<file path="src/rtl/golomb_gpo2_encoder_pkg.sv">
// Shared types and width helpers for the length-limited GPO2 sample encoder.
package golomb_pkg;

   localparam int DMAX  = 32;
   localparam int KWMAX = 5;

   typedef enum logic [1:0] {RAW, NORMAL, ESCAPE} mode_e;

   // Fixed at the widest legal sample so one struct serves every D.
   typedef struct packed {
      logic [DMAX-1:0]  j;
      logic [KWMAX-1:0] keff;
      logic             raw;
      logic             kerr;
   } s1_payload_t;

   function automatic int len_w(input int umax, input int d);
      return $clog2(umax + d + 1);
   endfunction

   function automatic int k_w(input int d);
      return (d > 1) ? $clog2(d) : 1;
   endfunction

endpackage

</file>
<file path="src/rtl/golomb_gpo2_encoder_code_calc.sv">
// Combinational codeword builder between the two pipeline stages: quotient,
// escape decision, masked remainder and total length.
module gpo2_code_calc
   import golomb_pkg::*;
#(
   parameter int D     = 16,
   parameter int UMAX  = 18,
   parameter int K_W   = k_w(D),
   parameter int LEN_W = len_w(UMAX, D)
) (
   input  logic [D-1:0]     j_i,
   input  logic [K_W-1:0]   keff_i,
   input  logic             raw_i,
   output logic [D:0]       code_o,
   output logic [LEN_W-1:0] len_o,
   output logic             esc_o
);

   localparam int DW1 = D + 1;

   logic [D-1:0] u;
   logic [D-1:0] rem;
   logic [D:0]   lead;
   mode_e        mode;

   always_comb begin
      u    = j_i >> keff_i;
      rem  = j_i & ((D'(1) << keff_i) - D'(1));
      lead = DW1'(1) << keff_i;

      // Full-width quotient compare; a narrowed u could hide an escape.
      if (raw_i) begin
         mode = RAW;
      end else if (33'(u) >= 33'(UMAX)) begin
         mode = ESCAPE;
      end else begin
         mode = NORMAL;
      end

      code_o = {1'b0, j_i};
      len_o  = LEN_W'(D);
      esc_o  = 1'b0;
      case (mode)
         NORMAL: begin
            code_o = lead | {1'b0, rem};
            len_o  = LEN_W'(u) + LEN_W'(keff_i) + LEN_W'(1);
         end
         ESCAPE: begin
            len_o = LEN_W'(UMAX + D);
            esc_o = 1'b1;
         end
         default: ;
      endcase
   end

endmodule

</file>
<file path="src/rtl/golomb_gpo2_encoder.sv">
// Length-limited Golomb power-of-2 sample encoder: two-stage valid/ready
// pipeline with raw mode, k clamping and a saturating escape counter.
module golomb_gpo2_encoder
   import golomb_pkg::*;
#(
   parameter int D     = 16,
   parameter int UMAX  = 18,
   parameter int KMAX  = D - 2,
   parameter int CNT_W = 32,
   localparam int K_W   = k_w(D),
   localparam int LEN_W = len_w(UMAX, D)
) (
   input  logic             clk,
   input  logic             rst_n,
   input  logic             in_valid,
   output logic             in_ready,
   input  logic [D-1:0]     in_data,
   input  logic [K_W-1:0]   in_k,
   input  logic             in_raw,
   output logic             out_valid,
   input  logic             out_ready,
   output logic [D:0]       out_code,
   output logic [LEN_W-1:0] out_len,
   output logic             out_esc,
   output logic             out_kerr,
   output logic [CNT_W-1:0] esc_cnt,
   input  logic             cnt_clr
);

   if (D < 2 || D > DMAX) begin : g_bad_d
      $error("golomb_gpo2_encoder: D out of range");
   end
   if (UMAX < 8 || UMAX > 32) begin : g_bad_umax
      $error("golomb_gpo2_encoder: UMAX out of range");
   end
   if (KMAX < 0 || KMAX > D - 1) begin : g_bad_kmax
      $error("golomb_gpo2_encoder: KMAX out of range");
   end
   if (UMAX + D > (1 << LEN_W) - 1) begin : g_bad_len
      $error("golomb_gpo2_encoder: UMAX+D does not fit in LEN_W");
   end

   logic             v1_q, v1_d, v2_q, v2_d;
   s1_payload_t      s1_q, s1_d;
   logic [D:0]       code_q, code_d;
   logic [LEN_W-1:0] len_q, len_d;
   logic             esc_q, esc_d, kerr_q, kerr_d;
   logic [CNT_W-1:0] cnt_q, cnt_d;

   logic             s1_en, s2_en, k_over;
   logic [K_W-1:0]   keff_in;
   logic [D:0]       calc_code;
   logic [LEN_W-1:0] calc_len;
   logic             calc_esc;
   logic             unused_s1_bits;

   assign unused_s1_bits = ^{s1_q.j, s1_q.keff};

   gpo2_code_calc #(
      .D     (D),
      .UMAX  (UMAX),
      .K_W   (K_W),
      .LEN_W (LEN_W)
   ) u_calc (
      .j_i    (s1_q.j[D-1:0]),
      .keff_i (s1_q.keff[K_W-1:0]),
      .raw_i  (s1_q.raw),
      .code_o (calc_code),
      .len_o  (calc_len),
      .esc_o  (calc_esc)
   );

   always_comb begin
      s2_en   = !v2_q || out_ready;
      s1_en   = !v1_q || s2_en;
      k_over  = int'(in_k) > KMAX;
      keff_in = k_over ? K_W'(KMAX) : in_k;

      s1_d = s1_q;
      if (s1_en && in_valid) begin
         s1_d.j    = DMAX'(in_data);
         s1_d.keff = KWMAX'(keff_in);
         s1_d.raw  = in_raw;
         s1_d.kerr = k_over && !in_raw;
      end
      v1_d = s1_en ? in_valid : v1_q;
      v2_d = s2_en ? v1_q : v2_q;

      // Output registers only move when a real sample advances, so a
      // stalled codeword stays put.
      code_d = code_q;
      len_d  = len_q;
      esc_d  = esc_q;
      kerr_d = kerr_q;
      if (s2_en && v1_q) begin
         code_d = calc_code;
         len_d  = calc_len;
         esc_d  = calc_esc;
         kerr_d = s1_q.kerr;
      end

      cnt_d = cnt_q;
      if (cnt_clr) begin
         cnt_d = '0;
      end else if (v2_q && out_ready && esc_q && !(&cnt_q)) begin
         cnt_d = cnt_q + CNT_W'(1);
      end
   end

   always_ff @(posedge clk or negedge rst_n) begin
      if (!rst_n) begin
         v1_q   <= 1'b0;
         v2_q   <= 1'b0;
         s1_q   <= '0;
         code_q <= '0;
         len_q  <= '0;
         esc_q  <= 1'b0;
         kerr_q <= 1'b0;
         cnt_q  <= '0;
      end else begin
         v1_q   <= v1_d;
         v2_q   <= v2_d;
         s1_q   <= s1_d;
         code_q <= code_d;
         len_q  <= len_d;
         esc_q  <= esc_d;
         kerr_q <= kerr_d;
         cnt_q  <= cnt_d;
      end
   end

   assign in_ready  = s1_en;
   assign out_valid = v2_q;
   assign out_code  = code_q;
   assign out_len   = len_q;
   assign out_esc   = esc_q;
   assign out_kerr  = kerr_q;
   assign esc_cnt   = cnt_q;

endmodule
</file>
<file path="config.mk">
export PLATFORM = sky130hd
export DESIGN_NAME = golomb_gpo2_encoder
export DESIGN_NICKNAME = d
export VERILOG_FILES = /design/src/rtl/golomb_gpo2_encoder_pkg.sv /design/src/rtl/golomb_gpo2_encoder_code_calc.sv /design/src/rtl/golomb_gpo2_encoder.sv
export SDC_FILE = /design/constraint.sdc
export NUM_CORES = 1
export LEC_CHECK = 0
export ABC_CLOCK_PERIOD_IN_PS = 5000
export BUFFER_PORTS_ARGS = -buffer_cell sky130_fd_sc_hd__buf_2
export CAP_MARGIN = 40
export CELL_PAD_IN_SITES_DETAIL_PLACEMENT = 0
export CELL_PAD_IN_SITES_GLOBAL_PLACEMENT = 1
export CORE_MARGIN = 8
export CORE_UTILIZATION = 36
export DETAILED_ROUTE_END_ITERATION = 8
export PLACE_DENSITY = 0.79
export SETUP_SLACK_MARGIN = 0.05
export SLEW_MARGIN = 25
export SYNTH_ARGS = -nofsm -noshare
export SYNTH_HDL_FRONTEND = slang
export SYNTH_SLANG_ARGS = --single-unit
</file>
<file path="constraint.sdc">
create_clock -name clk -period 5 [get_ports clk]
set_input_delay 1 -clock clk [delete_from_list [all_inputs] [get_ports clk]]
set_output_delay 1 -clock clk [all_outputs]
set_load 0.1 [all_outputs]
</file>
* Word level (Yosys, flattened, before mapping)
Index checks and enable logic that the tools add are counted.
W data, S select, Z words.
** Word-level totals
- Input bits :: 26
- Output and inout bits :: 59
- Flip-flop bits (word level) :: 81
** Cells by class
- Magnitude comparators :: 2
- Reductions and logical operators :: 14
- Muxes and demuxes :: 8
- Equal/unequal tests :: 2
- Bitwise gates (word level) :: 2
- Shifts and indexed selects :: 3
- Add/sub/neg operators :: 4
** Operator list (number)
- $mux W32 :: 2
- $add A32 B1 Y32 const B :: 1
- $reduce_and A32 Y1 :: 1
- $mux W17 :: 1
- $or A17 B16 Y17 :: 1
- $shl A1 B4 Y17 const A :: 1
- $and A16 B16 Y16 :: 1
- $ge A16 B5 Y1 const B :: 1
- $shl A1 B4 Y16 const A :: 1
- $shr A16 B4 Y16 :: 1
- $sub A16 B1 Y16 const B :: 1
- $pmux W6 S2 :: 1
- $add A6 B1 Y6 const B :: 1
- $add A6 B4 Y6 :: 1
- $logic_and A1 B1 Y1 :: 6
- $gt A4 B4 Y1 const B :: 1
- $logic_not A1 Y1 :: 4
- $mux W2 :: 2
- $mux W4 :: 1
- $eq A2 B1 Y1 const B :: 1
- $eq A2 B2 Y1 const B :: 1
- $logic_or A1 B1 Y1 :: 2
- $reduce_bool A2 Y1 :: 1
- $mux W1 :: 1

* Logic depth before layout (Yosys ltp)
Gate-level depths: netlist (run 1).
- Depth in word-level cells :: 6
- Depth in mapped cells :: 15
- Gate-level depth less buffers :: 13

* Modules after synthesis
Synthesis (run 1) repeated with hierarchy kept, for this count alone.
** Second synthesis, totals
- Cell total of the unflattened synthesis :: 500
- Area total of the unflattened synthesis :: 5295.1 um^2
** By module, submodules not included
- golomb_gpo2_encoder :: cells an instance 303, times used 1, area each 3653.5 um^2
- gpo2_code_calc :: cells an instance 197, times used 1, area each 1641.6 um^2

* Least setup slack after synthesis (run 1)
OpenSTA, ideal clock, no wires.
- Path type :: reg-to-reg
- From :: reg v2_q (netlist: out_valid)
- To :: reg s1_q[10] (netlist name)
- Clock period less this slack :: 3.325 ns
- Stages on the path, launching flop included :: 5
- Setup time :: 0.125 ns
- Buffers on the path :: 1
- Setup slack :: 1.675 ns
- Arrival time :: 3.201 ns
- Cell sequence :: dfrtp_1 -> nand3b_1 -> nand2_1 -> buf_1 -> mux2_2
** Between the ends
- Word-level cells in the longest chain between the ends :: 4
** RTL lines
- start, declared :: line golomb_gpo2_encoder.sv:43 : logic v1_q, v1_d, v2_q, v2_d;
- start signal, assigned :: line golomb_gpo2_encoder.sv:122 : v2_q <= v2_d;
- $logic_not A1 Y1 :: line golomb_gpo2_encoder.sv:74 : s2_en = !v2_q || out_ready;
- $logic_or A1 B1 Y1 :: line golomb_gpo2_encoder.sv:74
- $logic_or A1 B1 Y1 :: line golomb_gpo2_encoder.sv:75 : s1_en = !v1_q || s2_en;
- net in_ready :: line golomb_gpo2_encoder.sv:16 : output logic in_ready,
- $logic_and A1 B1 Y1 :: line golomb_gpo2_encoder.sv:80 : if (s1_en && in_valid) begin
- end signal, assigned :: line golomb_gpo2_encoder.sv:114 : s1_q <= '0;
- end signal, assigned :: line golomb_gpo2_encoder.sv:123 : s1_q <= s1_d;
- end, declared :: line golomb_gpo2_encoder.sv:44 : s1_payload_t s1_q, s1_d;
The timed path passes the listed nets, and every way through them passes these cells.
A chain may end at the register's enable or synchronous reset.

* Worst setup path after layout (run 1)
- From :: reg s1_q[2] (netlist name)
- To :: reg len_q[5] (netlist: out_len[5])
** Between the ends
- Word-level cells in the longest chain between the ends :: 6
** RTL lines
- $shr A16 B4 Y16 :: line golomb_gpo2_encoder_code_calc.sv:27 : u = j_i >> keff_i;
- $ge A16 B5 Y1 :: line golomb_gpo2_encoder_code_calc.sv:34 : end else if (33'(u) >= 33'(UMAX)) begin
- $mux W2 :: line golomb_gpo2_encoder_code_calc.sv:34
- $mux W2 :: line golomb_gpo2_encoder_code_calc.sv:32 : if (raw_i) begin
- $eq A2 B2 Y1 or $eq A2 B1 Y1 (tied branches) :: line golomb_gpo2_encoder_code_calc.sv:43 : case (mode)
- $pmux W6 S2 (*) :: line golomb_gpo2_encoder_code_calc.sv:43
- end signal, assigned :: line golomb_gpo2_encoder.sv:125 : len_q <= len_d;
- end, declared :: line golomb_gpo2_encoder.sv:46 : logic [LEN_W-1:0] len_q, len_d;
Mark *: on every way between the ends. The rest lies on a longest branch, timed or not.

==> out/metrics.cfg, run 1 <==
[floorplanning]
dieHeight_um=130
dieArea_mm2=0.0170
core_mm2=0.0127
io_pins=85
initial_core_util_pct=37.1
dieWidth_um=130
rows=41

[yosys]
syn_avg_cell_area_um2=9.68
yosys_warnings=0
synth_edf_count=0
synth_nets=519
synth_area_mm2=0.00471
ys_seq_area_share_pct=42.5
synth_top_area_cell=dfrtp_1
synthAdderAreaFrac_pct=2.02
synth_xor_area_share_pct=5.96
synthArstFlopShare_pct=100
ys_types=64
synth_area_leaders=dfrtp_1 43%, mux2_2 5.0%, nand2_1 4.3%
synth.top_cell.area_share_pct=42.5
synth_simple_gate_area_share_pct=19.4
ys.flop_type=dfrtp_1
synthMuxAreaShare_pct=13.2
syn_inst=486
synth-seq-cells=80
synth_compound_area_share_pct=12.8
synthTopCellsByCount=80 x dfrtp_1, 54 x nand2_1, 54 x nor2_1
yosys.cell_count.top_type=dfrtp_1
synth_top_family_by_area=simple AND/OR/NAND/NOR gates

[pwr]
clkPwrFrac_pct=26.1
power_density_mw_per_mm2=426
power_switching_mw=1.05
peakVddDrop_mv=0.257
seqPwrFrac_pct=34.1
leakage_nw=2.50
intPower_mw=1.34
power.share.combinational_pct=39.8
switching_share_pct=44.0

[setup_path]
max_stage_delay_ns=0.52
start_kind=flop
reg2reg_from=s1_q[2]
worst-path-buf-inv=2
cpMaxStageDelayCell=dfrtp_1
rr_worst_depth=13
end_kind=flop
crit_required_ns=5.24
r2r-end=out_len[5]
critPathMaxFanout=16
worstPathArrival_ns=3.75
path_class=reg -> reg
path_common_cell=o21ai_0
path_cells=buf_6, buf_4, nand2b_1, mux4_2, mux2i_2, ha_1, nor2b_1, o21ai_0, a21boi_0, o21ai_0, xor2_1, nand3_1, a22o_1
critPathTopFamily=compound AO/OA/AOI/OAI gates
rrSetupSlack_ns=1.49

[route]
viasPerCell=5.42
firstDrtPassIters=4
wl_per_cell_um=17.5
wirelength_um=12900
drc_errors=0
drtAntennaViolNets=0
dr.first_iter.drc_count=276
num_vias=3981

[placed_design]
place_area_mm2=0.00526
detailed_place_hpwl_um=9430
place_congestion=0.880
port_buffers=83

[clock_tree]
postCtsResizedCells=0
clkSinkCount=80
cts_made_buffers=9
clk_pin_slew_ns=0.06
clock_latency_ns=0.35
clock-root-buffer=clkbuf_16
cts_max_level=3
hold_buffers=0
cts_tree=yes
cts_setup_buffers=0
clockBufferDepth=2

[sta]
relSlewSlack_pct=50.7
worst_pin_slew_ns=0.732
tns_ns=0
period_share_pct=70.2
finalHoldViolations=0
drv_slew=0
finalSetupViolCount=0
grt_setup_unrepaired=no
fin_crit_ns=3.51
fmax_mhz=285
fin_skew_ns=0.00800

[finish]
drive_above_1_share_pct=26.6
fin_nets=591
fin_area_mm2=0.00560
nFillCells=1227
syn_to_final_growth_pct=18.9
diodes=0

[min_path]
hp-class=reg -> reg
min_from=out_kerr
whs_path_depth=2
worst_hold_path.endpoint=out_kerr

[global_route]
grt_use_total_pct=15.7
overflow=0
antenna_found_initial=0
grt_pass1_vias=3972
grt_max_degree=49
grt_pass1_wl_um=20900

[run]
cap_violations=0

[status]
status=finished clean

tightest hold or removal path, cell delays in order (launching register included):
cell and delay, ns:
dfrtp_1 0.34, nand2_1 0.05, nand2_1 0.05
cell families (layout without fill, tap and decap cells):
logic type / count (synthesis) / after routing
flops: 80 / 80
mux: 49 / 49
fa+ha+maj: 7 / 7
xor+xnor: 32 / 32
other cells: 1 / 1
buf+inv: 41 / 118
compound gates: 86 / 86
simple gates: 190 / 190
cells in the final DEF, fill, tap and decap left out, types with 3 or more instances in the layout:
cell type  instances
mux4_2             8
dfrtp_1           80
mux2_2            21
nor4_1             3
ha_1               6
or3_1              3
a22o_1             4
xor2_1            17
nand2b_1           4
mux2i_1           17
nor2b_1            6
and2_1             8
nand3_1           21
inv_2              4
inv_1              6
o211ai_1           3
nor2_1            54
nand4_1           12
xnor2_1           15
a31oi_1            3
clkbuf_16          9
buf_8              4
a211oi_1           3
a21oi_1           17
o31ai_1            7
nand2_1           54
nor3_1             8
buf_2             82
o21ai_0           15
and3_1             3
o21ai_1            9
a21o_1             4
buf_4              4
and4_1             5
stage by stage:
step | std cells | setup slack [ns] | hold WS, ns | utilization [%] | power [mW]
after floorplan | 486 | 1.67 | 0.439 | - | 1.56
after global placement | 712 | 1.42 | 0.460 | 41.1 | 1.74
after detailed placement | 715 | 1.28 | 0.461 | 41.5 | 1.76
after CTS | 731 | 1.26 | 0.477 | 43.7 | 2.39
after global routing | 735 | 1.24 | 0.493 | 44.2 | 2.50
final | 735 | 1.49 | 0.471 | 44.2 | 2.38
metal layers:
layer  part of all wire [%]  wire length [um]  track usage (%)  vias to the layer above
met2                     47              6060             24.8                      154
met1                     43              5590             20.0                     1936
met4                    1.9               249             7.29                        0
met3                    7.5               962             3.59                       16
li1                       -                 -                -                     1875
met5                      0                 0                0                        -
area by class of cell:
type / count / area, um^2 / share of cell area (%)
multi-input cells: 365 / 2520 / 45.0
flip-flops and latches: 80 / 2000 / 35.8
repair buffers: 92 / 539 / 9.64
clock buffers: 10 / 239 / 4.27
well taps: 172 / 215 / 3.85
clock inverters: 6 / 43.8 / 0.783
inverters: 10 / 37.5 / 0.671
power by group through the flow:
stage / combinational [mW] / sequential [mW] / clock (mW)
after detailed placement: 0.907 / 0.849 / 0
final: 0.948 / 0.813 / 0.623
after floorplan: 0.423 / 1.14 / 0
after CTS: 0.909 / 0.838 / 0.640
after global placement: 0.893 / 0.846 / 0
after global routing: 1.01 / 0.822 / 0.666
state kept, by name, indices dropped and copies added (netlist names):
signal	flops
out_esc	1
out_len	6
out_code	16
out_valid	1
s1_q	22
out_kerr	1
v1_q	1
esc_cnt	32
worst max-delay path by stage:
| stage | start | endpoint | slack [ns] | depth (start not counted) |
|---|---|---|---|---|
| after global routing | s1_q[2] | out_code[5] | 1.24 | 9 |
| after CTS | s1_q[2] | out_code[7] | 1.26 | 8 |
| after detailed placement | s1_q[2] | out_code[7] | 1.28 | 8 |
| after floorplan | out_valid | s1_q[10] | 1.67 | 4 |
| after global placement | s1_q[2] | out_code[7] | 1.42 | 8 |
| final | s1_q[2] | out_len[5] | 1.49 | 13 |
Note: power is estimated with default switching activity, not from simulation.
==> inputs of run 2 (changes only) <==
- ABC_CLOCK_PERIOD_IN_PS: 5000 -> 3000
- PLACE_DENSITY: 0.79 -> 0.82
- clock period: 5 -> 3 ns (I/O delays scaled with it)
==> run 2 against run 1 <==
Sequential share of layout area decreased by 1.1 points. Sequential power increased by 65%. Worst setup slack got worse by 1.4 ns. Critical path type unchanged. Critical endpoint is now out_len[3]. Highest routed layer unchanged.
==> out/metrics.cfg, run 2 (synthesis gave the netlist of run 1 again) <==
[finish]
nFillCells=1246  ; +1.5%
syn_to_final_growth_pct=22.7
largest_reg_flops=32  ; unchanged
diodes=0  ; unchanged
drive_above_1_share_pct=30.0  ; +3.3 points
final_common_cell=buf_2
fin_nets=615  ; +4.1%
most-common-layout-cells=82 x buf_2, 78 x dfrtp_1, 54 x nor2_1, 54 x nand2_1, 32 x buf_4

[sta]
fin_crit_ns=2.86  ; -0.649 ns
fmax_mhz=349  ; +23%
drv_slew=0  ; unchanged
worst_pin_slew_ns=0.621  ; -0.112 ns
fin_skew_ns=0.0133  ; +0.00533 ns
period_share_pct=95.4  ; +25 points
finalHoldViolations=0  ; unchanged
relSlewSlack_pct=58.4  ; +7.6 points
finalSetupViolCount=0  ; unchanged
grt_setup_unrepaired=yes
timing.hold.ws_ns=0.224  ; -0.247 ns

[route]
wl_per_cell_um=17.4  ; -0.79%
drtAntennaViolNets=0  ; unchanged
wirelength_um=13200  ; +2.4%
num_vias=4020  ; +0.98%
dr.first_iter.drc_count=249  ; -9.8%
viasPerCell=5.30  ; -2.2%
drc_errors=0  ; unchanged
firstDrtPassIters=4  ; unchanged

[setup_path]
path_cells=buf_12, mux4_2, mux2i_1, mux2i_2, buf_4, o31ai_4, nand4_1, buf_4, o41ai_2
crit_required_ns=3.24  ; -2.00 ns
cpMaxStageDelayCell=mux4_2
start_kind=flop
rr_worst_depth=9  ; -4
path_common_cell=buf_4
path_class=reg -> reg
reg2reg_from=s1_q[2]
worstPathArrival_ns=3.10  ; -0.65 ns
r2r-end=out_len[3]
rrSetupSlack_ns=0.14  ; -1.35 ns
startpoint=s1_q[2]
critPathMaxFanout=24  ; +8
end_kind=flop
max_stage_delay_ns=0.55  ; +0.03 ns
crit_end=out_len[3]

[pwr]
peakVddDrop_mv=0.436  ; +70%
leakage_nw=2.61  ; +4.4%
power_density_mw_per_mm2=715  ; +68%
power_mw=4.13  ; +73%

[placed_design]
detailed_place_hpwl_um=10000  ; +6.5%
port_buffers=83  ; unchanged
place_congestion=0.964  ; +9.5%

[global_route]
antenna_found_initial=0  ; unchanged
grt_pass1_wl_um=21500  ; +2.8%
grt_max_degree=44  ; -10%
grt_pass1_vias=4050  ; +2.0%
grt_use_total_pct=16.3  ; +0.63 points
overflow=0  ; unchanged

[clock_tree]
clkSinkCount=80  ; unchanged
hold_buffers=0  ; unchanged
clock-root-buffer=clkbuf_16
cts_max_level=3  ; unchanged
clockBufferDepth=2  ; unchanged
cts_setup_buffers=0  ; unchanged
clk_pin_slew_ns=0.06  ; about the same
clock_latency_ns=0.35  ; about the same
cts_tree=yes
cts_made_buffers=9  ; unchanged

[floorplanning]
dieHeight_um=130  ; unchanged
dieArea_mm2=0.0170  ; unchanged
dieWidth_um=130  ; unchanged
io_pins=85  ; unchanged
core_mm2=0.0127  ; unchanged
initial_core_util_pct=37.1  ; unchanged
rows=41  ; unchanged

[status]
status=finished clean

[run]
cap_violations=0  ; unchanged

[min_path]
hp-class=in -> async

## run 2: metrics by stage
| step | setup WS [ns] | TNS [ns] | area [um^2] | cells | utilization, % |
|---|---|---|---|---|---|
| 4_1_cts | 0.0739 | 0 | 5760 | 759 | 45.5 |
| 5_1_grt | -0.0137 | -0.0137 | 5770 | 759 | 45.6 |
| 3_3_place_gp | 0.114 | 0 | 5470 | 743 | 43.1 |
| 3_5_place_dp | 0.0474 | 0 | 5470 | 743 | 43.1 |
| 6_report | 0.138 | 0 | 5770 | 759 | 45.6 |
| 2_1_floorplan | 0.0526 | 0 | 4710 | 486 | - |
## run 2: layout make-up
cell class,instances,area [um^2],area share (%)
multi-input combinational,365,2530,43.8
sequential,80,2000,34.7
timing repair buffer,116,691,12.0
clock buffer,10,229,3.97
tap,172,215,3.73
clock inverter,6,68.8,1.19
inverter,10,37.5,0.650
## run 2: layer usage
metal,vias up,part of all wire (%),global-route usage (%)
li1,1921,-,-
met5,-,0,0
met4,0,1.3,5.27
met2,96,47,25.4
met3,13,5.8,4.77
met1,1990,46,21.3
## run 2: where the power goes
group / internal [mW] / switching [mW] / total [mW] / leakage, nW
logic: 0.509 / 1.18 / 1.69 / 1.45
clock network: 0.649 / 0.450 / 1.10 / 0.143
registers: 1.20 / 0.140 / 1.34 / 1.02
total: 2.36 / 1.77 / 4.13 / 2.61
## run 2: worst max-delay path, delay by kind of cell, from the launching register on
kind                   cells  cell delay (ns)
buffers and inverters      3             0.62
AND/OR/NAND/NOR            1             0.28
multiplexers               3             0.86
AO/OA/AOI/OAI              2             0.61
flip-flops                 1             0.38
## run 2: worst min-delay path by stage
stage / slack, ns / endpoint / depth (start not counted)
finish: 0.22 / out_len[3] / 1
global route: 0.25 / esc_cnt[18] / 1
CTS: 0.23 / esc_cnt[18] / 1
detailed placement: 0.46 / out_len[2] / 2
global placement: 0.46 / out_len[2] / 2
floorplan: 0.30 / esc_cnt[0] / 0
## run 2: what timing repair did
item,4_1_cts,5_1_grt
setup endpoints to repair,1,10
resized for setup,1,5
cloned,0,0
